===== src/rtl/sampler_voice_scheduler.sv =====
// sampler_voice_scheduler
// Four trigger-driven playback voices sharing one single-port sample RAM
// read port. Each audio frame updates trigger/playback state, then reads the
// RAM once per active voice in voice order and publishes the four voice
// samples together with a saturated mix.
module sampler_voice_scheduler #(
    parameter int W          = 16,
    parameter int ADDR_W     = 12,
    parameter int N_SAMPLES  = 12'h690,
    parameter int FP_OFFSET  = 2,
    parameter int TRIG_HI_MV = 1000,
    parameter int TRIG_LO_MV = 500,
    parameter int RATE_DIV   = 2
) (
    input  logic              clk,
    input  logic              rst_n,
    input  logic              strobe,
    input  logic [W-1:0]      sample_in0,
    input  logic [W-1:0]      sample_in1,
    input  logic [W-1:0]      sample_in2,
    input  logic [W-1:0]      sample_in3,
    output logic [ADDR_W-1:0] mem_addr,
    output logic              mem_rd,
    input  logic [W-1:0]      mem_data,
    output logic [W-1:0]      sample_out0,
    output logic [W-1:0]      sample_out1,
    output logic [W-1:0]      sample_out2,
    output logic [W-1:0]      sample_out3,
    output logic [W-1:0]      mix_out,
    output logic [3:0]        active,
    output logic              busy,
    output logic              overrun
);

    // A divider of one still needs a one-bit counter that simply stays at 0.
    localparam int DIV_W = (RATE_DIV > 1) ? $clog2(RATE_DIV) : 1;
    localparam logic [DIV_W-1:0]  DIV_LAST = DIV_W'(RATE_DIV - 1);
    localparam logic [ADDR_W-1:0] POS_LAST = ADDR_W'(N_SAMPLES - 1);

    // Thresholds are given in millivolts; the input counts are mV scaled up.
    localparam logic signed [W-1:0] TRIG_HI = W'(TRIG_HI_MV <<< FP_OFFSET);
    localparam logic signed [W-1:0] TRIG_LO = W'(TRIG_LO_MV <<< FP_OFFSET);

    localparam logic signed [W+1:0] SAT_MAX = (W+2)'((2 ** (W - 1)) - 1);
    localparam logic signed [W+1:0] SAT_MIN = (W+2)'(-(2 ** (W - 1)));

    typedef enum logic [1:0] {
        IDLE  = 2'd0,
        ISSUE = 2'd1,
        DRAIN = 2'd2,
        MIX   = 2'd3
    } state_t;

    state_t state_q, state_d;
    logic [1:0] v_q, v_d;
    logic [1:0] v_inc, v_dec;

    logic [3:0]                  armed_q, armed_d;
    logic [3:0]                  active_q, active_d;
    logic [3:0][ADDR_W-1:0]      pos_q, pos_d;
    logic [3:0][DIV_W-1:0]       div_q, div_d;
    logic [3:0][W-1:0]           cap_q, cap_d;
    logic [3:0][W-1:0]           out_q, out_d;
    logic [W-1:0]                mix_q, mix_d;
    logic                        mem_rd_q, mem_rd_d;
    logic [ADDR_W-1:0]           mem_addr_q, mem_addr_d;
    logic                        rd_prev_q, rd_prev_d;
    logic                        overrun_q, overrun_d;

    logic [3:0][W-1:0]           sample_in_w;
    logic [3:0]                  fire;
    logic [3:0]                  rearm;
    logic                        frame_start;
    logic signed [W+1:0]         sum_w;

    assign sample_in_w[0] = sample_in0;
    assign sample_in_w[1] = sample_in1;
    assign sample_in_w[2] = sample_in2;
    assign sample_in_w[3] = sample_in3;

    assign frame_start = strobe && (state_q == IDLE);
    assign v_inc       = v_q + 2'd1;
    assign v_dec       = v_q - 2'd1;

    // Schmitt trigger decisions per voice from the current input levels.
    always_comb begin
        fire  = '0;
        rearm = '0;
        for (int v = 0; v < 4; v++) begin
            fire[v]  = armed_q[v] && ($signed(sample_in_w[v]) >= TRIG_HI);
            rearm[v] = ($signed(sample_in_w[v]) < TRIG_LO);
        end
    end

    // Per-frame voice update: fire/restart, rate division and end-of-sample.
    always_comb begin
        armed_d  = armed_q;
        active_d = active_q;
        pos_d    = pos_q;
        div_d    = div_q;
        if (frame_start) begin
            for (int v = 0; v < 4; v++) begin
                if (fire[v]) begin
                    armed_d[v]  = 1'b0;
                    active_d[v] = 1'b1;
                    pos_d[v]    = '0;
                    div_d[v]    = '0;
                end else begin
                    if (rearm[v]) begin
                        armed_d[v] = 1'b1;
                    end
                    if (active_q[v]) begin
                        if (div_q[v] == DIV_LAST) begin
                            div_d[v] = '0;
                            if (pos_q[v] == POS_LAST) begin
                                active_d[v] = 1'b0;
                                pos_d[v]    = '0;
                            end else begin
                                pos_d[v] = pos_q[v] + 1'b1;
                            end
                        end else begin
                            div_d[v] = div_q[v] + 1'b1;
                        end
                    end
                end
            end
        end
    end

    // Sign-extended sum of the four captured voices, wide enough not to wrap.
    always_comb begin
        sum_w = '0;
        for (int v = 0; v < 4; v++) begin
            sum_w = sum_w + $signed({{2{cap_q[v][W-1]}}, cap_q[v]});
        end
    end

    // Frame sequencer: issues one read per voice, captures a cycle later,
    // then mixes and publishes every output in the same cycle.
    always_comb begin
        state_d    = state_q;
        v_d        = v_q;
        mem_rd_d   = 1'b0;
        mem_addr_d = mem_addr_q;
        rd_prev_d  = mem_rd_q;
        cap_d      = cap_q;
        out_d      = out_q;
        mix_d      = mix_q;
        overrun_d  = overrun_q;

        case (state_q)
            IDLE: begin
                if (strobe) begin
                    state_d  = ISSUE;
                    v_d      = 2'd0;
                    mem_rd_d = active_d[0];
                    if (active_d[0]) begin
                        mem_addr_d = pos_d[0];
                    end
                end
            end
            ISSUE: begin
                if (v_q != 2'd0) begin
                    cap_d[v_dec] = rd_prev_q ? mem_data : '0;
                end
                if (v_q == 2'd3) begin
                    state_d = DRAIN;
                end else begin
                    v_d      = v_inc;
                    mem_rd_d = active_q[v_inc];
                    if (active_q[v_inc]) begin
                        mem_addr_d = pos_q[v_inc];
                    end
                end
            end
            DRAIN: begin
                cap_d[3] = rd_prev_q ? mem_data : '0;
                state_d  = MIX;
            end
            MIX: begin
                out_d = cap_q;
                if (sum_w > SAT_MAX) begin
                    mix_d = SAT_MAX[W-1:0];
                end else if (sum_w < SAT_MIN) begin
                    mix_d = SAT_MIN[W-1:0];
                end else begin
                    mix_d = sum_w[W-1:0];
                end
                state_d = IDLE;
            end
            default: begin
                state_d = IDLE;
            end
        endcase

        if (strobe && (state_q != IDLE)) begin
            overrun_d = 1'b1;
        end
    end

    // State registers; reset abandons any frame in flight and re-arms voices.
    always_ff @(posedge clk or negedge rst_n) begin
        if (!rst_n) begin
            state_q    <= IDLE;
            v_q        <= 2'd0;
            armed_q    <= '1;
            active_q   <= '0;
            pos_q      <= '0;
            div_q      <= '0;
            cap_q      <= '0;
            out_q      <= '0;
            mix_q      <= '0;
            mem_rd_q   <= 1'b0;
            mem_addr_q <= '0;
            rd_prev_q  <= 1'b0;
            overrun_q  <= 1'b0;
        end else begin
            state_q    <= state_d;
            v_q        <= v_d;
            armed_q    <= armed_d;
            active_q   <= active_d;
            pos_q      <= pos_d;
            div_q      <= div_d;
            cap_q      <= cap_d;
            out_q      <= out_d;
            mix_q      <= mix_d;
            mem_rd_q   <= mem_rd_d;
            mem_addr_q <= mem_addr_d;
            rd_prev_q  <= rd_prev_d;
            overrun_q  <= overrun_d;
        end
    end

    assign mem_rd      = mem_rd_q;
    assign mem_addr    = mem_addr_q;
    assign sample_out0 = out_q[0];
    assign sample_out1 = out_q[1];
    assign sample_out2 = out_q[2];
    assign sample_out3 = out_q[3];
    assign mix_out     = mix_q;
    assign active      = active_q;
    assign busy        = (state_q != IDLE);
    assign overrun     = overrun_q;

endmodule


===== config.mk =====
export PLATFORM = sky130hd
export DESIGN_NAME = sampler_voice_scheduler
export DESIGN_NICKNAME = d
export VERILOG_FILES = /design/src/rtl/sampler_voice_scheduler.sv
export SDC_FILE = /design/constraint.sdc
export NUM_CORES = 1
export LEC_CHECK = 0
export BUFFER_PORTS_ARGS = -buffer_cell sky130_fd_sc_hd__buf_2
export CAP_MARGIN = 25
export CELL_PAD_IN_SITES_DETAIL_PLACEMENT = 1
export CELL_PAD_IN_SITES_GLOBAL_PLACEMENT = 2
export CORE_MARGIN = 4
export CORE_UTILIZATION = 39
export CTS_BUF_LIST = sky130_fd_sc_hd__clkbuf_8 sky130_fd_sc_hd__clkbuf_16
export DETAILED_ROUTE_END_ITERATION = 10
export GPL_TIMING_DRIVEN = 0
export PLACE_DENSITY = 0.82
export SETUP_SLACK_MARGIN = 0.5
export SYNTH_ARGS = -nofsm -noshare
export SYNTH_HDL_FRONTEND = slang
export SYNTH_SLANG_ARGS = --single-unit

===== constraint.sdc =====
create_clock -name clk -period 10.15 [get_ports clk]
set_input_delay 1.5225 -clock clk [delete_from_list [all_inputs] [get_ports clk]]
set_output_delay 1.5225 -clock clk [all_outputs]
set_load 0.02 [all_outputs]

After elaboration in Yosys (flattened, before gate mapping)

Cells that the tools add are included.

Output and inout bits: 99
Flip-flop bits (word level): 223

Eq/ne operators: 14
Magnitude comparators: 13
Reduce and logical (&&, ||, !) cells: 39
Mux-type cells: 80
$add $sub $neg: 13

Operators by type and width:

| operator                | count |
|---|---|
| $mux W12                | 22 |
| $bwmux W64              | 1 |
| $ge A16 B13 Y1 const B  | 4 |
| $lt A16 B12 Y1 const B  | 4 |
| $mux W16                | 4 |
| $mux W64                | 1 |
| $add A12 B1 Y12 const B | 4 |
| $eq A12 B11 Y1 const B  | 4 |
| $mux W1                 | 40 |
| $demux W16 S2           | 1 |
| $pmux W16 S2            | 1 |
| $reduce_bool A2 Y1      | 15 |
| $bmux W12 S2            | 1 |
| $pmux W12 S2            | 1 |
| $reduce_and A2 Y1       | 11 |
| $add A17 B16 Y18        | 1 |
| $add A18 B16 Y18        | 1 |
| $gt A18 B16 Y1 const B  | 1 |
| $lt A18 B16 Y1 const B  | 1 |
| $add A16 B16 Y17        | 1 |
| $ne A2 B2 Y1 const B    | 6 |
| $reduce_and A3 Y1       | 4 |
| $mux W2                 | 4 |
| $pmux W2 S4             | 1 |
| other kinds (13)        | 25 |

Longest topological paths before layout

Gate-level depths: netlist (run 1).

Depth after elaboration: 9
Gate-level depth with buffers: 15
Mapped depth without buffers: 14

Worst setup path after synthesis (run 1)

Ideal clock, no wire load.

Path type: register to register
From: register cap_q[1] (netlist bit)
To: register mix_q[7], in the netlist mix_out[7]
Setup time: 0.071 ns
Clock period less this slack: 3.697 ns
Arrival: 3.625 ns
Cell stages (with the launch flop): 16
Path slack: 6.453 ns
Required time: 10.079 ns
Cell sequence: dfrtp_1 inv_1 fa_1 inv_1 fa_1 ha_1 inv_1 fa_1 nand2b_1 a211o_1 a211oi_2 o31ai_4 xnor2_4 buf_2 o211ai_1 nand4_1

Longest elaborated chain between the ends: 6
Elaborated cells between the ends (all ways): 7

RTL lines:

| item                   | RTL line | text |
|---|---|---|
| from (decl)            | 62       | `logic [3:0][W-1:0] cap_q, cap_d;` |
| from (signal assigned) | 224      | `cap_q <= cap_d;` |
| $add A16 B16 Y17 (*)   | 134      | `sum_w = sum_w + $signed({{2{cap_q[v][W-1]}}, cap_q[v]});` |
| $add A17 B16 Y18 (*)   | 134      |  |
| $add A18 B16 Y18 (*)   | 134      |  |
| $lt A18 B16 Y1         | 184      | `end else if (sum_w < SAT_MIN) begin` |
| $mux W16               | 184      |  |
| $mux W16 (*)           | 182      | `if (sum_w > SAT_MAX) begin` |
| to (signal assigned)   | 226      | `mix_q <= mix_d;` |
| to (decl)              | 64       | `logic [W-1:0] mix_q, mix_d;` |

Every way passes the cells marked *; elsewhere a longest branch is shown, timed or not.
A chain may end at the register's enable or synchronous reset.

Worst setup path after layout (run 1)

Ends and elaborated chain as after synthesis.

==> results of run 1 <==
## layout make-up
cell class | count | area (sq um) | share of cell area
Multi-Input combinational cell | 838 | 5920 | 0.411
Timing Repair Buffer | 167 | 867 | 0.0602
Clock inverter | 14 | 116 | 0.00808
Buffer | 51 | 233 | 0.0162
Tap cell | 396 | 495 | 0.0344
Inverter | 111 | 417 | 0.0289
Clock buffer | 33 | 758 | 0.0527
Sequential cell | 223 | 5590 | 0.388
## metrics by stage
stage / setup WS (ns) / instances / util / hold WS, ns
after floorplan: 6.45 / 1223 / - / 0.463
after global placement: 3.44 / 1784 / 0.439 / 0.358
after detailed placement: 5.95 / 1786 / 0.441 / 0.363
after CTS: 5.93 / 1833 / 0.469 / 0.370
after global routing: 5.66 / 1833 / 0.469 / 0.381
final: 5.94 / 1833 / 0.469 / 0.370
## flip-flops by register name, indices dropped and copies added, names as in the netlist, 2 cells and up
register     count
active           4
armed_q          4
cap_q           64
div_q            4
mem_addr        12
mix_out         16
pos_q           48
sample_out0     16
sample_out1     16
sample_out2     16
sample_out3     16
state_q          2
v_q              2
## cell usage in the layout (no fill, tap or decap), types with 5 or more instances in the layout
master	instances
dfrtp_1	219
buf_2	170
o21ai_0	163
nand2_1	162
inv_1	117
mux2_2	71
nor2_1	49
clkbuf_1	38
nand4_1	37
nand3_1	37
a21oi_1	35
fa_1	33
ha_1	31
clkbuf_16	27
and3_1	20
nand2b_1	16
nor3_1	13
mux4_2	13
xnor2_1	10
o21ai_1	9
o31ai_1	9
nor4_1	8
or3_1	8
a31oi_1	8
o211ai_1	8
mux2i_1	8
a21o_1	7
xor2_1	6
clkbuf_8	6
o21a_1	5
nor2b_1	5
clkinv_2	5
## metal layers
metal / vias to the layer above / share of wire / GRT usage / routed length (um)
met3: 55 / 0.042 / 0.0272 / 1580
met1: 5157 / 0.40 / 0.277 / 15200
met4: 0 / 0.026 / 0.0577 / 966
met5: - / 0 / 0 / 0
met2: 200 / 0.53 / 0.410 / 19900
li1: 4657 / - / - / -
## cells by family after synthesis
| family | Yosys count | synth area share |
|---|---|---|
| mux | 92 | 0.0964 |
| compound gates | 283 | 0.137 |
| simple gates | 381 | 0.152 |
| xor+xnor | 18 | 0.0151 |
| fa+ha+maj | 64 | 0.0862 |
| flops | 223 | 0.459 |
| buf+inv | 162 | 0.0534 |
## final timing paths
kind | startpoint | to | cells after the start
worst max-delay path | cap_q[1] | mix_out[7] | 15
worst min-delay path | mem_rd | rd_prev_q | 0
worst max register to register | cap_q[1] | mix_out[7] | 15
worst min register to register | mem_rd | rd_prev_q | 0
max in group asynchronous | rst_n | sample_out2[11] | 2
min in group asynchronous | rst_n | mix_out[5] | 1
==> out/results.tsv, run 1 <==
metric	value	unit
crit path kind	reg -> reg	
sequence of cells on the critical path	inv_1 -> fa_1 -> inv_1 -> fa_1 -> ha_1 -> inv_1 -> fa_1 -> nand2b_1 -> a211o_1 -> a211oi_2 -> o31ai_4 -> xnor2_4 -> buf_2 -> o211ai_1 -> nand4_1	
outcome	finished clean	
Layout Skew	0.0194	ns
post-synthesis cell type count	69	
largest net degree at the start of global routing	120	
Hold Vio Cnt, Final	0	
maxcap violations	0	
filler cell count	3516	
EDFF count, synth	0	
Die Ht	185	um
initial antenna violation count	0	
normalized max-slew margin	0.414	
Core Area	30700	sq um
first drt pass iteration count	4	
min Tclk post-route	4.21	ns
# hold bufs at CTS	0	
Final Cycle Share	0.415	
syn_nets	1370	
CTS max path bufs	3	
Area after DPL	13500	sq um
Worst Hold Class	reg -> reg	
register-to-register setup slack	5.94	ns
number of buffers added on ports	165	
RSZ-0062 raised after global routing	no	
DR iter-0 viols	445	
register bit total from synthesis	223	
Ports	182	
Placer Congestion	0.848	
proportion of layout cells with a drive suffix above 1	0.223	
Post-Syn Instances	1223	
Final TNS setup	0	ns
Post-Syn Area per Cell	9.94	sq um
ANT cells	0	
vias in the first global route	10700	
via count	10100	
Clock Tree Root	clkbuf_16	
asr flop ratio synth	1.00	
Worst Path Max Fanout	10	
largest cells by area after synthesis	dfrtp_1 (45%), o21ai_0 (6.7%), mux2_2 (6.6%)	
kind of cell adding the most delay to the critical path	adder cells	
HPWL Detailed	28.2	mm
initial core utilization	0.396	
final setup violation count	0	
GRT Total Usage	0.223	
Area growth syn-to-layout	18.4	%
ANT nets after route	0	
Synth top cells by count	dfrtp_1 (219), o21ai_0 (163), nand2_1 (162)	
DRC	0	
Die ar.	34100	sq um
fin nets	1566	
CTS tree	built	
fin. max-slew vios	0	
worst-path cell with the longest stage delay	fa_1	
post-cts sizing count	0	
most frequent cell after synthesis	dfrtp_1	
CTS sink cnt	223	
Seq/Total Area, Yosys	0.459	
Yosys Warn Count	0	
CP Data Arrival Time	4.70	ns
post-DR wirelength/cell	20.6	um
final WL	37.7	mm
CP bufs+invs	4	
Worst Setup End Kind	register	
Critical Path RT	10.64	ns
CTS Buf Count	27	
share of the synthesized area in the top cell type	0.451	
# rows	64	
Crit path largest cell delay	0.53	ns
Setup crit start kind	register	
Die Width	185	um
Synth area leader	dfrtp_1	
FMAX	0.237	GHz
main flop type after synthesis	dfrtp_1	
clock latency on the worst-skew pair	0.55	ns
Via density	5.49	
Congestion Overflow GR	0	
setup repair bufs after CTS	0	
CTS HTree Levels	1	
first-pass GRT wire length	60.5	mm
Final Cell Area	14400	sq um
Synth Cell Area	12200	sq um
slew of the pin with the lowest slew margin	0.880	ns
Worst-path clk slew	0.06	ns
Power of run 1 is not shown: default switching activity piles up to over one toggle a cycle in this logic, so the estimate is an artifact.
==> run 2, diff against run 1 <==
Settings changed: CORE_UTILIZATION 39 to 36, PLACE_DENSITY 0.82 to 0.77.
Clock period 10.15 ns to 3.9 ns, I/O delays scaled along.
==> run 2 against run 1 <==
Against the previous run:
- cell area rose by 2.0%
- clock skew fell by 0.0034 ns
- first-iteration DRC count rose by 4.0%
- critical path depth is the same
- global-route usage down 1.5 points
- critical endpoint is now mix_out[10]
- core utilization decreased by 3.0 points
- count of clock-buffer cells in the layout unchanged
- sequential share of layout area down 0.77 points
- the flow now finishes with violations (negative setup slack)
- worst hold slack worse by 0.32 ns
==> out/results.tsv, run 2 (synthesized netlist as in run 1, its figures left out) <==
metric	value	unit	change
outcome	complete, but fails checks		was finished clean
CTS sink cnt	223		unchanged
CP bufs+invs	4		unchanged
proportion of layout cells with a drive suffix above 1	0.241		was 0.223
CTS max path bufs	3		unchanged
sequence of cells on the critical path	inv_2 -> fa_1 -> inv_1 -> fa_1 -> ha_2 -> inv_2 -> fa_2 -> nand2b_4 -> a211o_4 -> a211oi_4 -> o31ai_4 -> xnor2_4 -> nand3_4 -> clkbuf_16 -> nand4_1		was inv_1 -> fa_1 -> inv_1 -> fa_1 -> ha_1 -> inv_1 -> fa_1 -> nand2b_1 -> a211o_1 -> a211oi_2 -> o31ai_4 -> xnor2_4 -> buf_2 -> o211ai_1 -> nand4_1
maxcap violations	0		unchanged
RSZ-0062 raised after global routing	yes		was no
largest net degree at the start of global routing	121		was 120
Via density	5.30		was 5.49
Final WS setup	-0.00466	ns	was 5.94 ns
fin nets	1581		was 1566
first drt pass iteration count	4		unchanged
Crit path largest cell delay	0.54	ns	was 0.53 ns
Die ar.	36800	sq um	was 34100 sq um
DRC	0		unchanged
slew of the pin with the lowest slew margin	0.946	ns	was 0.880 ns
Area growth syn-to-layout	20.8	%	was 18.4%
# rows	67		was 64
commonest non-fill, non-tap cell in the layout	dfrtp_1		unchanged
first-pass GRT wire length	60.4	mm	was 60.5 mm
ANT cells	0		unchanged
Final Cycle Share	1.00		was 0.415
post-DR wirelength/cell	20.1	um	was 20.6 um
most frequent cells in the layout	dfrtp_1 (219), buf_2 (168), o21ai_0 (163), nand2_1 (162), inv_1 (112)		was dfrtp_1 (219), buf_2 (170), o21ai_0 (163), nand2_1 (162), inv_1 (117)
Setup crit start kind	register		unchanged
Clock Tree Root	clkbuf_16		unchanged
normalized max-slew margin	0.369		was 0.414
Placer Congestion	0.861		was 0.848
Layout Skew	0.0160	ns	was 0.0194 ns
Worst Setup End Kind	register		unchanged
failing checks	negative setup slack		
Area after DPL	13600	sq um	was 13500 sq um
Most flops, register	cap_q		unchanged
Worst Hold Class	in -> async		was reg -> reg
clock latency on the worst-skew pair	0.55	ns	about the same
Die Ht	192	um	was 185 um
number of buffers added on ports	165		unchanged
max FFs per register	64		unchanged
largest registers	cap_q: 64 flops, pos_q: 48 flops		unchanged
Layout Utilization	0.439		was 0.469
Final Non-Filler Cells	1899		was 1833
Critical Path RT	4.38	ns	was 10.64 ns
Worst-path clk slew	0.06	ns	about the same
CP Data Arrival Time	4.39	ns	was 4.70 ns
ANT nets after route	0		unchanged
via count	10100		about the same
Core Area	33400	sq um	was 30700 sq um
number of placed instances, taps included	1838		was 1786
Hold Slack	0.0544	ns	was 0.370 ns
FMAX	0.256	GHz	was 0.237 GHz
kind of cell adding the most delay to the critical path	adder cells		unchanged
Worst Path Max Fanout	6		was 10
Congestion Overflow GR	0		unchanged
Final Cell Area	14700	sq um	was 14400 sq um
initial antenna violation count	0		unchanged
CTS HTree Levels	1		unchanged
fin. max-slew vios	0		unchanged
Hold Vio Cnt, Final	0		unchanged
vias in the first global route	10700		about the same
CTS Buf Count	27		unchanged
GRT Total Usage	0.208		was 0.223
min Tclk post-route	3.90	ns	was 4.21 ns
final setup violation count	2		was 0
CTS tree	built		unchanged
final WL	38.1	mm	was 37.7 mm
initial core utilization	0.363		was 0.396
HPWL Detailed	28.8	mm	was 28.2 mm
# hold bufs at CTS	0		unchanged
Die Width	192	um	was 185 um
DR iter-0 viols	463		was 445
crit path kind	reg -> reg		unchanged
worst-path cell with the longest stage delay	fa_1		unchanged
filler cell count	3802		was 3516
Ports	182		unchanged
-- run 2: cell types whose count changed in the layout (fill, tap and decap cells not counted), moves of 2 or more --
cell | previous run | this run
a2111oi_0 | 2 | 0
buf_2 | 170 | 168
a2111oi_1 | 0 | 2
inv_2 | 0 | 2
inv_1 | 117 | 112
buf_6 | 4 | 7
clkbuf_1 | 38 | 36
buf_4 | 1 | 11
clkinv_2 | 5 | 7
-- run 2: cell type report --
cell class	count	area [sq um]	share of cell area
Timing Repair Buffer	182	1020	0.0693
Clock buffer	33	758	0.0516
Buffer	51	250	0.0170
Sequential cell	223	5590	0.380
Tap cell	448	561	0.0382
Multi-Input combinational cell	838	5990	0.408
Inverter	111	417	0.0284
Clock inverter	13	104	0.00707
-- run 2: routing by layer --
layer  share of wire  track usage
met1            0.42        0.265
met2            0.51        0.375
met5               0            0
met3           0.037       0.0253
met4           0.026       0.0533
-- run 2: worst paths after layout --
kind | slack [ns] | to | cells after the start | from
setup reg to reg | -0.005 | mix_out[10] | 15 | cap_q[1]
min in group clk | 0.32 | overrun | 2 | strobe
hold reg to reg | 0.43 | rd_prev_q | 0 | mem_rd
setup / recovery | -0.005 | mix_out[10] | 15 | cap_q[1]
hold / removal | 0.05 | mix_out[2] | 1 | rst_n
max in group asynchronous | 2.76 | pos_q[12] | 2 | rst_n
-- run 2: stage by stage --
step	setup TNS, ns	setup WS (ns)
2_1_floorplan	0	0.265
3_3_place_gp	-402.63	-1.84
3_5_place_dp	-3.31	-0.267
4_1_cts	0	0.0300
5_1_grt	-2.13	-0.156
6_report	-0.00741	-0.00466
-- run 2: timing repair --
action / 4_1_cts / 5_1_grt
pin swaps: 5 / 0
buffers inserted: 9 / 4
endpoints found under the setup margin: 16 / 17
cloned: 1 / 1
resized for setup: 12 / 5
endpoints found under the hold margin: 0 / 0
Power of run 2 is left out for the same reason.
